<file path="src/rtl/adder_bist.sv">
// adder_bist: built-in self-test engine that drives corner and LFSR vectors into a combinational
// WIDTH-bit adder and checks {cout,s} against a+b+cin. Define ADDER_BIST_FAIL_CAPTURE_EN to build first-failure capture.
module adder_bist #(
    parameter int          WIDTH       = 8,
    parameter int          NUM_VECTORS = 256,
    parameter logic [31:0] LFSR_SEED   = 32'hACE1_0001
) (
    input  logic             clk,
    input  logic             rst_n,
    input  logic             start,
    output logic [WIDTH-1:0] a,
    output logic [WIDTH-1:0] b,
    output logic             cin,
    input  logic [WIDTH-1:0] s,
    input  logic             cout,
    output logic             busy,
    output logic             done,
    output logic             pass,
    output logic [15:0]      err_count,
    output logic [WIDTH-1:0] fail_a,
    output logic [WIDTH-1:0] fail_b,
    output logic             fail_cin,
    output logic [WIDTH-1:0] fail_s,
    output logic             fail_cout
);

    localparam int               TOTAL    = 4 + NUM_VECTORS;
    localparam int               IDX_W    = $clog2(TOTAL + 1);
    localparam logic [IDX_W-1:0] LAST_IDX = IDX_W'(TOTAL);
    localparam logic [31:0]      TAPS     = 32'h8020_0003;

    typedef enum logic [1:0] {
        S_IDLE,
        S_RUN,
        S_DONE
    } state_t;

    state_t           state_q, state_d;
    logic [WIDTH-1:0] a_q, a_d;
    logic [WIDTH-1:0] b_q, b_d;
    logic             cin_q, cin_d;
    logic             busy_q, busy_d;
    logic             done_q, done_d;
    logic             pass_q, pass_d;
    logic [15:0]      err_q, err_d;
    logic [31:0]      lfsr_q, lfsr_d;
    logic [IDX_W-1:0] idx_q, idx_d;

    logic [WIDTH:0]   golden;
    logic             mismatch;
    logic [15:0]      err_inc;
    logic [31:0]      lfsr_next;
    logic [WIDTH-1:0] vec_a, vec_b;
    logic             vec_cin;
    logic             vec_rand;

    // Golden sum is one bit wider than the operands so the carry-out is checked too.
    assign golden    = {1'b0, a_q} + {1'b0, b_q} + {{WIDTH{1'b0}}, cin_q};
    assign mismatch  = (golden != {cout, s});
    assign err_inc   = (mismatch && (err_q != 16'hFFFF)) ? err_q + 16'd1 : err_q;
    assign lfsr_next = lfsr_q[0] ? ((lfsr_q >> 1) ^ TAPS) : (lfsr_q >> 1);

    // NOTE: every signal written in always_comb gets a default first, otherwise a latch is inferred.
    always_comb begin
        vec_a    = lfsr_q[WIDTH-1:0];
        vec_b    = lfsr_q[2*WIDTH-1:WIDTH];
        vec_cin  = lfsr_q[31];
        vec_rand = 1'b1;
        case (idx_q)
            IDX_W'(1): begin
                vec_a    = '1;
                vec_b    = '0;
                vec_cin  = 1'b1;
                vec_rand = 1'b0;
            end
            IDX_W'(2): begin
                vec_a    = '1;
                vec_b    = '1;
                vec_cin  = 1'b1;
                vec_rand = 1'b0;
            end
            IDX_W'(3): begin
                vec_a    = '1;
                vec_b    = '0;
                vec_cin  = 1'b0;
                vec_rand = 1'b0;
            end
            default: ;
        endcase
    end

    always_comb begin
        state_d = state_q;
        a_d     = a_q;
        b_d     = b_q;
        cin_d   = cin_q;
        busy_d  = busy_q;
        done_d  = done_q;
        pass_d  = pass_q;
        err_d   = err_q;
        lfsr_d  = lfsr_q;
        idx_d   = idx_q;
        case (state_q)
            S_IDLE: begin
                if (start) begin
                    state_d = S_RUN;
                    busy_d  = 1'b1;
                    pass_d  = 1'b0;
                    err_d   = '0;
                    lfsr_d  = LFSR_SEED;
                    a_d     = '0;
                    b_d     = '0;
                    cin_d   = 1'b0;
                    idx_d   = IDX_W'(1);
                end
            end
            S_RUN: begin
                err_d = err_inc;
                if (idx_q == LAST_IDX) begin
                    state_d = S_DONE;
                    busy_d  = 1'b0;
                    done_d  = 1'b1;
                    pass_d  = (err_inc == 16'd0);
                    a_d     = '0;
                    b_d     = '0;
                    cin_d   = 1'b0;
                    idx_d   = '0;
                end else begin
                    a_d   = vec_a;
                    b_d   = vec_b;
                    cin_d = vec_cin;
                    idx_d = idx_q + IDX_W'(1);
                    if (vec_rand) begin
                        lfsr_d = lfsr_next;
                    end
                end
            end
            S_DONE: begin
                state_d = S_IDLE;
                done_d  = 1'b0;
            end
            default: begin
                state_d = S_IDLE;
            end
        endcase
    end

    // NOTE: sequential state uses non-blocking assignments so every flop samples pre-edge values.
    always_ff @(posedge clk or negedge rst_n) begin
        if (!rst_n) begin
            state_q <= S_IDLE;
            a_q     <= '0;
            b_q     <= '0;
            cin_q   <= 1'b0;
            busy_q  <= 1'b0;
            done_q  <= 1'b0;
            pass_q  <= 1'b0;
            err_q   <= '0;
            lfsr_q  <= LFSR_SEED;
            idx_q   <= '0;
        end else begin
            state_q <= state_d;
            a_q     <= a_d;
            b_q     <= b_d;
            cin_q   <= cin_d;
            busy_q  <= busy_d;
            done_q  <= done_d;
            pass_q  <= pass_d;
            err_q   <= err_d;
            lfsr_q  <= lfsr_d;
            idx_q   <= idx_d;
        end
    end

    assign a         = a_q;
    assign b         = b_q;
    assign cin       = cin_q;
    assign busy      = busy_q;
    assign done      = done_q;
    assign pass      = pass_q;
    assign err_count = err_q;

`ifdef ADDER_BIST_FAIL_CAPTURE_EN
    logic             seen_q, seen_d;
    logic [WIDTH-1:0] fa_q, fa_d;
    logic [WIDTH-1:0] fb_q, fb_d;
    logic             fcin_q, fcin_d;
    logic [WIDTH-1:0] fs_q, fs_d;
    logic             fcout_q, fcout_d;

    // Only the first mismatch of a run is kept; a new start clears the record.
    always_comb begin
        seen_d  = seen_q;
        fa_d    = fa_q;
        fb_d    = fb_q;
        fcin_d  = fcin_q;
        fs_d    = fs_q;
        fcout_d = fcout_q;
        if ((state_q == S_IDLE) && start) begin
            seen_d  = 1'b0;
            fa_d    = '0;
            fb_d    = '0;
            fcin_d  = 1'b0;
            fs_d    = '0;
            fcout_d = 1'b0;
        end else if ((state_q == S_RUN) && mismatch && !seen_q) begin
            seen_d  = 1'b1;
            fa_d    = a_q;
            fb_d    = b_q;
            fcin_d  = cin_q;
            fs_d    = s;
            fcout_d = cout;
        end
    end

    always_ff @(posedge clk or negedge rst_n) begin
        if (!rst_n) begin
            seen_q  <= 1'b0;
            fa_q    <= '0;
            fb_q    <= '0;
            fcin_q  <= 1'b0;
            fs_q    <= '0;
            fcout_q <= 1'b0;
        end else begin
            seen_q  <= seen_d;
            fa_q    <= fa_d;
            fb_q    <= fb_d;
            fcin_q  <= fcin_d;
            fs_q    <= fs_d;
            fcout_q <= fcout_d;
        end
    end

    assign fail_a    = fa_q;
    assign fail_b    = fb_q;
    assign fail_cin  = fcin_q;
    assign fail_s    = fs_q;
    assign fail_cout = fcout_q;
`else
    assign fail_a    = '0;
    assign fail_b    = '0;
    assign fail_cin  = 1'b0;
    assign fail_s    = '0;
    assign fail_cout = 1'b0;
`endif

endmodule
</file>
<file path="config.mk">
export PLATFORM = sky130hd
export DESIGN_NAME = adder_bist
export DESIGN_NICKNAME = d
export VERILOG_FILES = /design/src/rtl/adder_bist.sv
export SDC_FILE = /design/constraint.sdc
export NUM_CORES = 1
export LEC_CHECK = 0
export BUFFER_PORTS_ARGS = -buffer_cell sky130_fd_sc_hd__buf_4
export CELL_PAD_IN_SITES_DETAIL_PLACEMENT = 1
export CELL_PAD_IN_SITES_GLOBAL_PLACEMENT = 1
export CORE_MARGIN = 5
export CORE_UTILIZATION = 46
export CTS_CLUSTER_DIAMETER = 50
export CTS_CLUSTER_SIZE = 12
export DETAILED_ROUTE_END_ITERATION = 6
export GPL_TIMING_DRIVEN = 0
export HOLD_SLACK_MARGIN = 0.12
export PLACE_DENSITY = 0.87
export REMOVE_ABC_BUFFERS = 1
export SLEW_MARGIN = 20
export SYNTH_ARGS = -nofsm -noshare
export SYNTH_HDL_FRONTEND = slang
export SYNTH_SLANG_ARGS = --single-unit
</file>
<file path="constraint.sdc">
create_clock -name clk -period 7.4 [get_ports clk]
set_input_delay 2.22 -clock clk [delete_from_list [all_inputs] [get_ports clk]]
set_output_delay 2.22 -clock clk [all_outputs]
set_load 0.02 [all_outputs]
</file>
After elaboration in Yosys (flattened, before gate mapping)

Index checks and enable logic that the tools add are counted.

Bitwise operators: 1
Reduce and logical (&&, ||, !) cells: 13
Muxes and demuxes: 32
Add/subtract/negate cells: 4
Equal/unequal tests: 12

Operators with widths:

| kind                    | number |
|---|---|
| $mux W32                | 4 |
| $pmux W32 S2            | 1 |
| $pmux W8 S2             | 3 |
| $mux W16                | 2 |
| $mux W8                 | 4 |
| $pmux W16 S2            | 1 |
| $eq A9 B2 Y1 const B    | 2 |
| $mux W9                 | 2 |
| $pmux W9 S2             | 1 |
| $add A16 B1 Y16 const B | 1 |
| $logic_not A16 Y1       | 1 |
| $ne A16 B16 Y1 const B  | 1 |
| $pmux W1 S2             | 5 |
| $add A8 B8 Y9           | 1 |
| $add A9 B1 Y9           | 1 |
| $add A9 B1 Y9 const B   | 1 |
| $eq A9 B1 Y1 const B    | 1 |
| $eq A9 B9 Y1 const B    | 1 |
| $ne A9 B9 Y1            | 1 |
| $ne A2 B2 Y1 const B    | 4 |
| $mux W1                 | 6 |
| $reduce_and A2 Y1       | 3 |
| $mux W2                 | 2 |
| $not A3 Y4              | 1 |
| other kinds (10)        | 12 |

Bits in registers: 79
Input port bits: 12
Word-level logic and storage cells: 72

Logic depth before layout (Yosys ltp)

Depth in word-level cells: 8
Depth in mapped cells: 13
Gate-level depth less buffers: 13

Worst setup path before layout

OpenSTA, ideal clock, no wires.

Kind: input -> register
Start point: input port s[4]
End point: register pass_q (netlist: pass)
Stages: 9
Arrival time: 4,539 ps
Buffers on the path: 0
Required time: 7,304 ps
Slack: 2,765 ps
Cell sequence: xor2_1 and3_4 nor4b_4 or3b_4 or3_4 a211oi_2 o22ai_1 or4_1 o32ai_2

Longest elaborated chain between the ends: 6

RTL lines:

| item                   | RTL line | text |
|---|---|---|
| start: declaration     | 14       | `input logic [WIDTH-1:0] s,` |
| $ne A9 B9 Y1           | 59       | `assign mismatch = (golden != {cout, s});` |
| $logic_and A1 B1 Y1    | 60       | `assign err_inc = (mismatch && (err_q != 16'hFFFF)) ? err_q + 16'd1 : err_q;` |
| $mux W16               | 60       |  |
| $logic_not A16 Y1      | 123      | `pass_d = (err_inc == 16'd0);` |
| $mux W1                | 119      | `if (idx_q == LAST_IDX) begin` |
| $pmux W1 S2            | 103      | `case (state_q)` |
| end signal: assignment | 168      | `pass_q <= pass_d;` |
| end: declaration       | 44       | `logic pass_q, pass_d;` |

No other way between the ends. The select of a mux whose other input is x is not followed.
A chain may end at the register's enable or synchronous reset.

Worst setup path in the final report

Start point: input port s[0]
End point: register pass_q (netlist: pass)

Same word-level chain as after synthesis.

==> impl_metrics.yaml <==
floorplan:
  core_area_um2: 9730
  num_rows: 36
  fp.dieW_um: 110
  fp.dieH_um: 110
  start_util: 0.469
  boundaryPins: 74
  die_area_um2: 12000
finish:
  nets: 592
  drive_gt1_frac: 0.163
  final_cell_mix: "nand2_1 (105), o21ai_0 (74), dfrtp_1 (70)"
  n_antenna_cell: 0
  area_growth_pct: 14.1
  layout.cells.most_common: "nand2_1"
  fill_cells: 1211
global_route:
  grt_overflow_total: 0
  antenna_found_initial: 0
  grt_pass1_wl_um: 19500
  grt_pass1_vias: 3973
  gr-usage-all-layers: 0.207
  grt_max_degree: 80
cts:
  cts_buffer_depth: 2
  cts.clk_slew.worst_paths_ns: 0.09
  ctsRootBufferMaster: "clkbuf_8"
  cts_max_level: 3
  cts.sinks: 79
  clock_latency_ns: 0.36
  cts_resized: 0
  cts_hold_buf: 0
  cts_tree: "done"
  cts_made_buffers: 9
  postCtsSetupBuffers: 0
detailed_routing:
  ant_nets: 0
  drt-vias-per-instance: 5.48
  routed_wl_um: 11800
  firstDrtPassIters: 4
  drt_iter0_markers: 123
  via_count: 3859
  wl_per_cell_um: 16.8
  drc: 0
worst_setup_path:
  arrival_ns: 4.98
  startpoint_type: "primary input"
  critPathMaxFanout: 9
  crit_required_ns: 7.68
  cp-end-kind: "flip-flop"
  path_class: "in -> reg"
place:
  post-dp-hpwl_um: 8290
  port_buffers: 47
  gp_congestion: 0.889
synthesis:
  synth_area_um2: 4560
  netlist.area_leader.share: 0.384
  yosysSeqAreaShare: 0.436
  synth_edf_count: 0
  synth_ff_type: "dfrtp_1"
  ys_types: 60
  synth_area_leaders: "dfrtp_1 (38%), nand2_1 (8.7%), o21ai_0 (8.1%)"
  ys_ff_latch: 79
  syn_area_per_cell_um2: 8.63
  yosys_warnings: 0
  async_flop_share: 1.00
  synth_area_leader_cell: "dfrtp_1"
  syn-instance-count: 529
flow_run:
  drv_cap: 0
timing:
  fin_crit_ns: 4.70
  min_period_over_period: 0.636
  relSlewSlack: 0.261
  setup_viol: 0
  fin_skew_ns: 0.0119
  rsz0062_at_grt: "no"
  finalMaxSlewViolations: 0
  finalHoldViolations: 0
  worstMarginPinSlew_ns: 1.11
  fin_tns_setup_ns: 0
  fmax_ghz: 0.213
outcome:
  status: "finished, final reports clean"
power:
  ir_worst_vdd_mv: 0.219
  power_mw: 2.29
  power_density_nw_per_um2: 440
  p_leak_nw: 2.32
hold_path:
  hp-class: "reg -> reg"
## Yosys cell counts, types with 2 or more instances
master    number
a21boi_0       2
a21o_1         2
a21oi_1       17
a22o_1         5
a31oi_1        3
and2_1         3
and3_1         6
and4_1         4
buf_1          3
buf_4         26
clkbuf_1      19
dfrtp_1       70
dfstp_2        9
fa_1           2
ha_1          12
inv_1         10
nand2_1      106
nand2b_1       3
nand3_1       13
nand3b_1       2
nand4_1        5
nor2_1        43
nor2b_1        5
nor3_1        10
nor3b_1        2
nor4_1         2
o211ai_1       4
o21a_1         2
o21ai_0       74
o22ai_1        3
o31ai_1        7
o41ai_1        2
or2_2          3
or3_1          2
or4_1          2
xnor2_1       12
xor2_1        11
## critical path, stage by stage
cell and delay (ns):
buf_4 0.11, xor2_1 0.31, o211ai_1 0.18, a21oi_1 0.22, nand3_1 0.10, nor3_1 0.76
o31a_1 0.24, o22ai_1 0.08, or4_1 0.54, o32ai_2 0.20
## through the flow
step	setup WS, ns	utilization	hold WS (ns)	instances	cell area (µm²)
3_5_place_dp	2.37	0.510	0.471	688	4960
6_report	2.70	0.535	0.479	704	5210
3_3_place_gp	2.40	0.504	0.464	686	4900
2_1_floorplan	2.77	-	0.450	506	4380
4_1_cts	2.73	0.535	0.483	704	5200
5_1_grt	2.54	0.535	0.514	704	5210
## kinds of logic (layout without fill, tap and decap cells)
| kind of cell | after synthesis | count (layout) | share of synthesized area |
|---|---|---|---|
| AND/OR/NAND/NOR | 222 | 222 | 0.232 |
| AO/OA/AOI/OAI | 131 | 131 | 0.174 |
| other | 1 | 26 | 0.000822 |
| buffers and inverters | 58 | 75 | 0.0691 |
| flip-flops | 79 | 79 | 0.436 |
| adder cells (fa/ha/maj) | 14 | 14 | 0.0417 |
| multiplexers | 1 | 1 | 0.00219 |
| XOR/XNOR | 23 | 23 | 0.0441 |
## registers in the layout, indices dropped and copies added (netlist names)
register and count:
err_count 16, b 8, pass 1, done 1
idx_q 9, cin 1, lfsr_q 32, busy 1
a 8, state_q 2
## final timing paths
check	depth (start not counted)	slack (ns)	start	endpoint
setup / recovery	10	2.70	s[0]	pass$_DFFE_PN0P_
hold / removal	2	0.48	lfsr_q[26]$_DFFE_PN1P_	lfsr_q[26]$_DFFE_PN1P_
setup reg to reg	13	3.34	a[0]$_DFFE_PN0P_	pass$_DFFE_PN0P_
hold reg to reg	2	0.48	lfsr_q[26]$_DFFE_PN1P_	lfsr_q[26]$_DFFE_PN1P_
max in group asynchronous	1	5.03	rst_n	lfsr_q[25]$_DFFE_PN0P_
min in group asynchronous	1	1.86	rst_n	err_count[1]$_DFFE_PN0P_
## power breakdown
| part | total [mW] | switching [mW] | leakage, nW | internal [mW] |
|---|---|---|---|---|
| combinational | 1.10 | 0.630 | 1.23 | 0.467 |
| clock | 0.388 | 0.170 | 0.119 | 0.218 |
| sequential | 0.805 | 0.175 | 0.974 | 0.630 |
## area by class of cell
class | count | area [µm²] | area share
clock buffer | 12 | 165 | 0.0317
clock inverter | 4 | 76.3 | 0.0147
inverter | 10 | 37.5 | 0.00721
multi-input combinational | 417 | 2370 | 0.455
sequential | 79 | 1990 | 0.382
tap | 133 | 166 | 0.0320
timing repair buffer | 49 | 404 | 0.0776
## layer usage
metal / part of all wire / wire, µm / global-route usage / vias to the layer above
met3: 0.036 / 430 / 0.0299 / 19
met4: 0.023 / 270 / 0.0766 / 0
met5: 0 / 0 / 0 / -
met1: 0.42 / 4980 / 0.252 / 1920
li1: - / - / - / 1855
met2: 0.52 / 6160 / 0.368 / 65
(Power assumes the default switching activity.)
